### src/rtl/tc_bus_bridge_pkg.sv
// Shared types and constants for the CPU-to-timer bus bridge.
package tc_bus_bridge_pkg;

  localparam int unsigned DATA_W     = 32;
  localparam int unsigned HWINT_W    = 6;
  localparam int unsigned SLOT_BYTES = 16;

  localparam logic [1:0] REG_TC_CTRL   = 2'd0;
  localparam logic [1:0] REG_TC_PRESET = 2'd1;
  localparam logic [1:0] REG_TC_COUNT  = 2'd2;
  localparam logic [1:0] REG_PEND      = 2'd0;
  localparam logic [1:0] REG_MASK      = 2'd1;

  typedef enum logic [1:0] {
    ST_IDLE = 2'd0,
    ST_XFER = 2'd1,
    ST_ACK  = 2'd2
  } state_e;

  typedef enum logic [1:0] {
    TGT_NONE  = 2'd0,
    TGT_TIMER = 2'd1,
    TGT_IRQ   = 2'd2
  } tgt_e;

  // Decoded request latched when the bridge accepts an access.
  typedef struct packed {
    tgt_e       tgt;
    logic       we;
    logic [2:0] slot;
    logic [1:0] word;
  } req_t;

endpackage

### src/rtl/tc_bus_bridge_irq_unit.sv
// Interrupt unit: timer IRQ edge capture into PEND, MASK register and
// registered hardware-interrupt outputs.
module tc_bus_bridge_irq_unit
  import tc_bus_bridge_pkg::*;
#(
  parameter int unsigned NDEV = 2
) (
  input  logic               clk_i,
  input  logic               rst_i,
  input  logic [NDEV-1:0]    irq_i,
  input  logic               pend_wr_i,
  input  logic               mask_wr_i,
  input  logic [NDEV-1:0]    wr_bits_i,
  input  logic [NDEV-1:0]    wr_en_i,
  output logic [NDEV-1:0]    pend_o,
  output logic [NDEV-1:0]    mask_o,
  output logic [HWINT_W-1:0] hwint_o
);

  logic [NDEV-1:0]    irq_q;
  logic [NDEV-1:0]    pend_q;
  logic [NDEV-1:0]    pend_d;
  logic [NDEV-1:0]    mask_q;
  logic [NDEV-1:0]    mask_d;
  logic [NDEV-1:0]    rise;
  logic [HWINT_W-1:0] hwint_q;

  assign rise = irq_i & ~irq_q;

  // A rising edge in the same cycle as a write-1-to-clear keeps the bit set.
  always_comb begin
    pend_d = pend_q;
    mask_d = mask_q;
    if (pend_wr_i) begin
      pend_d = pend_q & ~(wr_bits_i & wr_en_i);
    end
    pend_d = pend_d | rise;
    if (mask_wr_i) begin
      mask_d = (mask_q & ~wr_en_i) | (wr_bits_i & wr_en_i);
    end
  end

  always_ff @(posedge clk_i) begin
    if (rst_i) begin
      irq_q   <= '0;
      pend_q  <= '0;
      mask_q  <= '0;
      hwint_q <= '0;
    end else begin
      irq_q   <= irq_i;
      pend_q  <= pend_d;
      mask_q  <= mask_d;
      hwint_q <= HWINT_W'(pend_q & mask_q);
    end
  end

  assign pend_o  = pend_q;
  assign mask_o  = mask_q;
  assign hwint_o = hwint_q;

endmodule

### src/rtl/tc_bus_bridge.sv
// CPU data-port bridge to NDEV timer slots plus an interrupt-unit slot:
// decode, one-cycle write strobe, registered read data and ack.
module tc_bus_bridge
  import tc_bus_bridge_pkg::*;
#(
  parameter logic [31:0] BASE = 32'h0000_7F00,
  parameter int unsigned NDEV = 2
) (
  input  logic                   CLK_I,
  input  logic                   RST_I,
  input  logic                   cpu_req,
  input  logic                   cpu_we,
  input  logic [31:0]            cpu_addr,
  input  logic [3:0]             cpu_be,
  input  logic [DATA_W-1:0]      cpu_wdata,
  output logic [DATA_W-1:0]      cpu_rdata,
  output logic                   cpu_ack,
  output logic                   cpu_err,
  output logic [HWINT_W-1:0]     cpu_hwint,
  output logic [1:0]             dev_add,
  output logic [3:0]             dev_be,
  output logic [DATA_W-1:0]      dev_wdata,
  output logic [NDEV-1:0]        dev_we,
  input  logic [DATA_W*NDEV-1:0] dev_rdata,
  input  logic [NDEV-1:0]        dev_irq
);

  localparam int unsigned WIN_BYTES = SLOT_BYTES * (NDEV + 1);

  state_e            state_q;
  req_t              req_d;
  req_t              req_q;
  logic [31:0]       off;
  logic [1:0]        dev_add_q;
  logic [3:0]        dev_be_q;
  logic [DATA_W-1:0] dev_wdata_q;
  logic [NDEV-1:0]   dev_we_q;
  logic              ack_q;
  logic              err_q;
  logic [DATA_W-1:0] rdata_q;
  logic [DATA_W-1:0] rd_mux;
  logic              irq_wr;
  logic [NDEV-1:0]   wr_en;
  logic [NDEV-1:0]   pend;
  logic [NDEV-1:0]   mask;

  assign off = cpu_addr - BASE;

  // Window is at most 112 bytes, so off[6:4] is the slot once inside it.
  always_comb begin
    req_d      = '0;
    req_d.tgt  = TGT_NONE;
    req_d.we   = cpu_we;
    req_d.slot = off[6:4];
    req_d.word = off[3:2];
    if (off < 32'(WIN_BYTES)) begin
      if (off[6:4] < 3'(NDEV)) begin
        if (off[3:2] inside {REG_TC_CTRL, REG_TC_PRESET, REG_TC_COUNT}) begin
          req_d.tgt = TGT_TIMER;
        end
      end else if (off[3:2] == REG_PEND || off[3:2] == REG_MASK) begin
        req_d.tgt = TGT_IRQ;
      end
    end
  end

  always_comb begin
    rd_mux = '0;
    if (!req_q.we) begin
      if (req_q.tgt == TGT_TIMER) begin
        for (int k = 0; k < int'(NDEV); k++) begin
          if (req_q.slot == 3'(k)) begin
            rd_mux = dev_rdata[DATA_W*k +: DATA_W];
          end
        end
      end else if (req_q.tgt == TGT_IRQ) begin
        rd_mux = (req_q.word == REG_PEND) ? DATA_W'(pend) : DATA_W'(mask);
      end
    end
  end

  // Per-bit write enables for PEND/MASK from the latched byte enables.
  always_comb begin
    wr_en = '0;
    for (int k = 0; k < int'(NDEV); k++) begin
      wr_en[k] = dev_be_q[k / 8];
    end
  end

  assign irq_wr = (state_q == ST_XFER) && (req_q.tgt == TGT_IRQ) && req_q.we;

  tc_bus_bridge_irq_unit #(
    .NDEV (NDEV)
  ) u_irq_unit (
    .clk_i     (CLK_I),
    .rst_i     (RST_I),
    .irq_i     (dev_irq),
    .pend_wr_i (irq_wr && (req_q.word == REG_PEND)),
    .mask_wr_i (irq_wr && (req_q.word == REG_MASK)),
    .wr_bits_i (dev_wdata_q[NDEV-1:0]),
    .wr_en_i   (wr_en),
    .pend_o    (pend),
    .mask_o    (mask),
    .hwint_o   (cpu_hwint)
  );

  always_ff @(posedge CLK_I) begin
    if (RST_I) begin
      state_q     <= ST_IDLE;
      req_q       <= '0;
      dev_add_q   <= '0;
      dev_be_q    <= '0;
      dev_wdata_q <= '0;
      dev_we_q    <= '0;
      ack_q       <= 1'b0;
      err_q       <= 1'b0;
      rdata_q     <= '0;
    end else begin
      ack_q    <= 1'b0;
      dev_we_q <= '0;
      unique case (state_q)
        ST_IDLE: begin
          if (cpu_req) begin
            req_q       <= req_d;
            dev_add_q   <= req_d.word;
            dev_be_q    <= cpu_be;
            dev_wdata_q <= cpu_wdata;
            if (req_d.tgt == TGT_TIMER && cpu_we) begin
              dev_we_q <= NDEV'(1) << req_d.slot;
            end
            state_q <= ST_XFER;
          end
        end
        ST_XFER: begin
          ack_q   <= 1'b1;
          err_q   <= (req_q.tgt == TGT_NONE);
          rdata_q <= rd_mux;
          state_q <= ST_ACK;
        end
        ST_ACK: begin
          state_q <= ST_IDLE;
        end
        default: begin
          state_q <= ST_IDLE;
        end
      endcase
    end
  end

  assign cpu_ack   = ack_q;
  assign cpu_err   = err_q;
  assign cpu_rdata = rdata_q;
  assign dev_add   = dev_add_q;
  assign dev_be    = dev_be_q;
  assign dev_wdata = dev_wdata_q;
  assign dev_we    = dev_we_q;

endmodule

### config.mk
export PLATFORM = sky130hd
export DESIGN_NAME = tc_bus_bridge
export DESIGN_NICKNAME = d
export VERILOG_FILES = /design/src/rtl/tc_bus_bridge_pkg.sv /design/src/rtl/tc_bus_bridge_irq_unit.sv /design/src/rtl/tc_bus_bridge.sv
export SDC_FILE = /design/constraint.sdc
export NUM_CORES = 1
export LEC_CHECK = 0
export CELL_PAD_IN_SITES_DETAIL_PLACEMENT = 1
export CELL_PAD_IN_SITES_GLOBAL_PLACEMENT = 1
export CORE_MARGIN = 2
export CORE_UTILIZATION = 23
export DETAILED_ROUTE_END_ITERATION = 8
export PLACE_DENSITY = 0.82
export SLEW_MARGIN = 15
export SYNTH_ARGS = -nofsm -noshare
export SYNTH_HDL_FRONTEND = slang
export SYNTH_SLANG_ARGS = --single-unit
### constraint.sdc
create_clock -name CLK_I -period 1.3 [get_ports CLK_I]
set_input_delay 0.26 -clock CLK_I [delete_from_list [all_inputs] [get_ports CLK_I]]
set_output_delay 0.26 -clock CLK_I [all_outputs]
set_load 0.1 [all_outputs]
==> metrics.yaml, run 1 <==
drt:
  drc_errors: 0
  wl_per_cell_um: 19.2
  routed_wirelength_um: 14400
  num_vias: 3613
  detailedRoute.firstPassIterationCount: 6
  viasPerCell: 4.82
  drt_first_iter_violations: 110
  postRouteAntennaNets: 0
yosys:
  ys.warnings.count: 0
  synth_cell_types: 33
  synth.top_cells.by_count: "90 x dfxtp_1, 74 x a22o_1, 41 x nor2_1"
  synth-edff-count: 0
  yosysTopAreaCell: "dfxtp_1"
  synth_ff_type: "dfxtp_1"
  async_flop_share_pct: 0
  synthTopCellsByArea: "dfxtp_1 54%, a22o_1 19%, a22oi_1 6.9%"
  syn_area_sq_um: 3360
  synth_cells: 318
  avgSynthCellArea_sq_um: 10.6
  yosysSeqAreaShare_pct: 53.6
  ys_ff_latch: 90
  synth_top_area_share_pct: 53.6
  synth.most_common_cell: "dfxtp_1"
global_routing:
  grt_pass1_vias: 3960
  grt_max_degree: 38
  grt_pass1_wl_um: 21500
  track_usage_pct: 17.4
  antenna_found_initial: 0
  grt_overflow: 0
sta:
  fin_ws_ns: -0.0910
  rsz0062_at_grt: "true"
  period_needed_ns: 1.39
  hold_viol: 0
  setup_viol: 66
  slew_viol_final: 0
  clock_skew_ns: 0.00816
  period_share_pct: 107
  max_freq_ghz: 0.719
clocking:
  clkTransAtPathRegs_ns: 0.07
  clk_latency_ns: 0.34
  cts_tree: "yes"
  cts.sinks: 90
  cts_buffer_depth: 2
  numCtsBuffers: 9
  htreeDepth: 3
  clockRootBuffer: "clkbuf_16"
die:
  num_rows: 44
  die_area_sq_um: 15600
  ios: 218
  die_x_um: 125
  core_area_sq_um: 14400
  initial_core_util_pct: 23.3
  die_h_um: 125
pwr:
  leakagePower_uw: 0.00305
  comb_power_share_pct: 26.4
  power_uw: 8010
  pwr-share-clk_pct: 36.3
  switching_share_pct: 29.4
  p_per_area_nw_per_um2: 1060
  p_switching_uw: 2350
  intPower_uw: 5660
  max-vdd-ir-drop_uv: 793
  sequentialPowerShare_pct: 37.3
worst_setup_path:
  max_stage_delay_ns: 0.34
  r2r-start: "state_q[1]$_SDFFE_PP0P_"
  cp.depth: 7
  worstPathArrival_ns: 1.66
  critPathLaunchType: "flop"
  r2r_setup_slack_ns: -0.09
  crit_type: "flop to flop"
  crit_path_start: "state_q[1]$_SDFFE_PP0P_"
  ff2ff_path_depth: 7
  cp-endpoint: "cpu_rdata[8]$_SDFFE_PP0P_"
  worstPathCellList: "nand2b_4 -> nor4b_4 -> buf_6 -> buf_12 -> buf_12 -> a22oi_2 -> nor2_1"
  reg2reg_to: "cpu_rdata[8]$_SDFFE_PP0P_"
  path_common_cell: "buf_12"
  required_ns: 1.57
  setup.worst_path.end_class: "flop"
  timing.critical_path.buf_inv: 3
  path_max_fanout: 6
  critPathTopFamily: "simple AND/OR/NAND/NOR gates"
  critPathSlowestCell: "dfxtp_2"
final_layout:
  fin_nets: 698
  areaGrowthSynthToFinish_pct: 125
  utilization_pct: 52.4
  n_antenna_cell: 0
  layout-drive-gt1-share_pct: 34.5
run_status:
  status: "complete, but fails checks"
  violations: "negative setup slack"
place:
  place_hpwl_um: 10500
  place_congestion: 0.802
  dp_slack_ns: -0.611
  portBuffers: 211
worst_hold_path:
  min_path_type: "input port to flop"
job:
  maxCapViolCount: 0
[layer usage]
| metal | GRT usage (%) | vias up | part of all wire (%) |
|---|---|---|---|
| li1 | - | 1682 | - |
| met1 | 19.5 | 1737 | 39 |
| met2 | 31.4 | 173 | 52 |
| met3 | 5.31 | 21 | 7.6 |
| met4 | 5.75 | 0 | 1.8 |
| met5 | 0 | - | 0 |
[placed cells by master (no fill, tap or decap), types with 3 or more instances in the layout]
master	n
clkdlybuf4s50_1	112
buf_12	88
dfxtp_1	77
a22o_1	74
nor2_1	40
buf_4	25
a22oi_2	23
clkbuf_16	12
dlymetal6s2s_1	12
dfxtp_2	11
dlygate4sd2_1	10
a22oi_1	8
buf_6	8
nor4b_4	4
nor2b_1	4
conb_1	4
nand2b_1	3
mux2i_1	3
nor4_1	3
and3b_1	3
nand2_1	3
clkinv_4	3
[worst min path at each step]
| stage | from | to | slack (ns) | cells past startpoint |
|---|---|---|---|---|
| detailed placement | u_irq_unit.pend_o[0]$_SDFF_PP0_ | u_irq_unit.hwint_o[0]$_SDFF_PP0_ | 0.51 | 1 |
| finish | cpu_addr[5] | req_q[3]$_SDFFE_PP0P_ | 0.34 | 3 |
| global route | cpu_addr[5] | req_q[3]$_SDFFE_PP0P_ | 0.35 | 3 |
| global placement | flop | flop | 0.50 | 2 |
| CTS | RST_I | state_q[1]$_SDFFE_PP0P_ | 0.34 | 3 |
| floorplan | cpu_be[0] | dev_be[0]$_SDFFE_PP0P_ | 0.38 | 1 |
[worst register-to-register path: cells and delay by family (launching register included)]
| family | cells | cell delay (ns) |
|---|---|---|
| simple gates | 3 | 0.53 |
| buf+inv | 3 | 0.40 |
| flops | 1 | 0.34 |
| compound gates | 1 | 0.05 |
[flip-flops by register name (all words and copies together) (netlist names), named ones only]
signal,cells
u_irq_unit.irq_q,2
cpu_err,1
dev_add,2
dev_be,4
u_irq_unit.pend_o,2
dev_we,2
dev_wdata,32
state_q,2
req_q,6
cpu_ack,1
u_irq_unit.hwint_o,2
cpu_rdata,32
[power by group through the flow]
stage               Clock (uW)  Combinational [uW]  Sequential [uW]
floorplan                    0                 478             3540
global placement             0                1970             3030
detailed placement           0                2010             3040
CTS                       2990                2040             2980
global route              3110                2200             3000
finish                    2910                2110             2980
[area by class of cell]
| type | instances | area, sq um |
|---|---|---|
| Inverter | 1 | 3.75 |
| Clock buffer | 11 | 253 |
| Multi-Input combinational cell | 198 | 1650 |
| Timing Repair Buffer | 260 | 3510 |
| Fill cell | 1438 | 6870 |
| Tap cell | 184 | 230 |
| Sequential cell | 90 | 1820 |
| Clock inverter | 5 | 86.3 |
[stage by stage]
stage	setup TNS (ns)	hold slack, ns	instances	area [sq um]
floorplan	-0.0635	0.385	321	3420
global placement	-18.10	0.498	716	6690
detailed placement	-22.86	0.507	716	6690
CTS	-3.57	0.342	738	7260
global route	-7.97	0.355	749	7560
finish	-2.75	0.342	749	7560
[timing repair]
| action | 4_1_cts | 5_1_grt |
|---|---|---|
| pin swaps | 26 | 30 |
| gates resized for setup | 44 | 37 |
| cloned | 1 | 5 |
| endpoints found under the setup margin | 67 | 82 |
| hold buffers | 0 | 0 |
| endpoints found under the hold margin | 0 | 0 |
| buffers inserted | 6 | 6 |
[kinds of logic after synthesis]
logic type | share of synthesized area [%]
muxes | 1.56
and+or+nand+nor | 12.1
buffers and inverters | 4.65
DFF | 53.6
other | 0.111
AOI/OAI and AO/OA | 28.0
Note: power is estimated with default switching activity, not from simulation.
==> run 2: changes to the inputs <==
CAP_MARGIN = 30   (was not set)
==> results of run 2 <==
Final layout, timing and power as in run 1 (identical DEF).
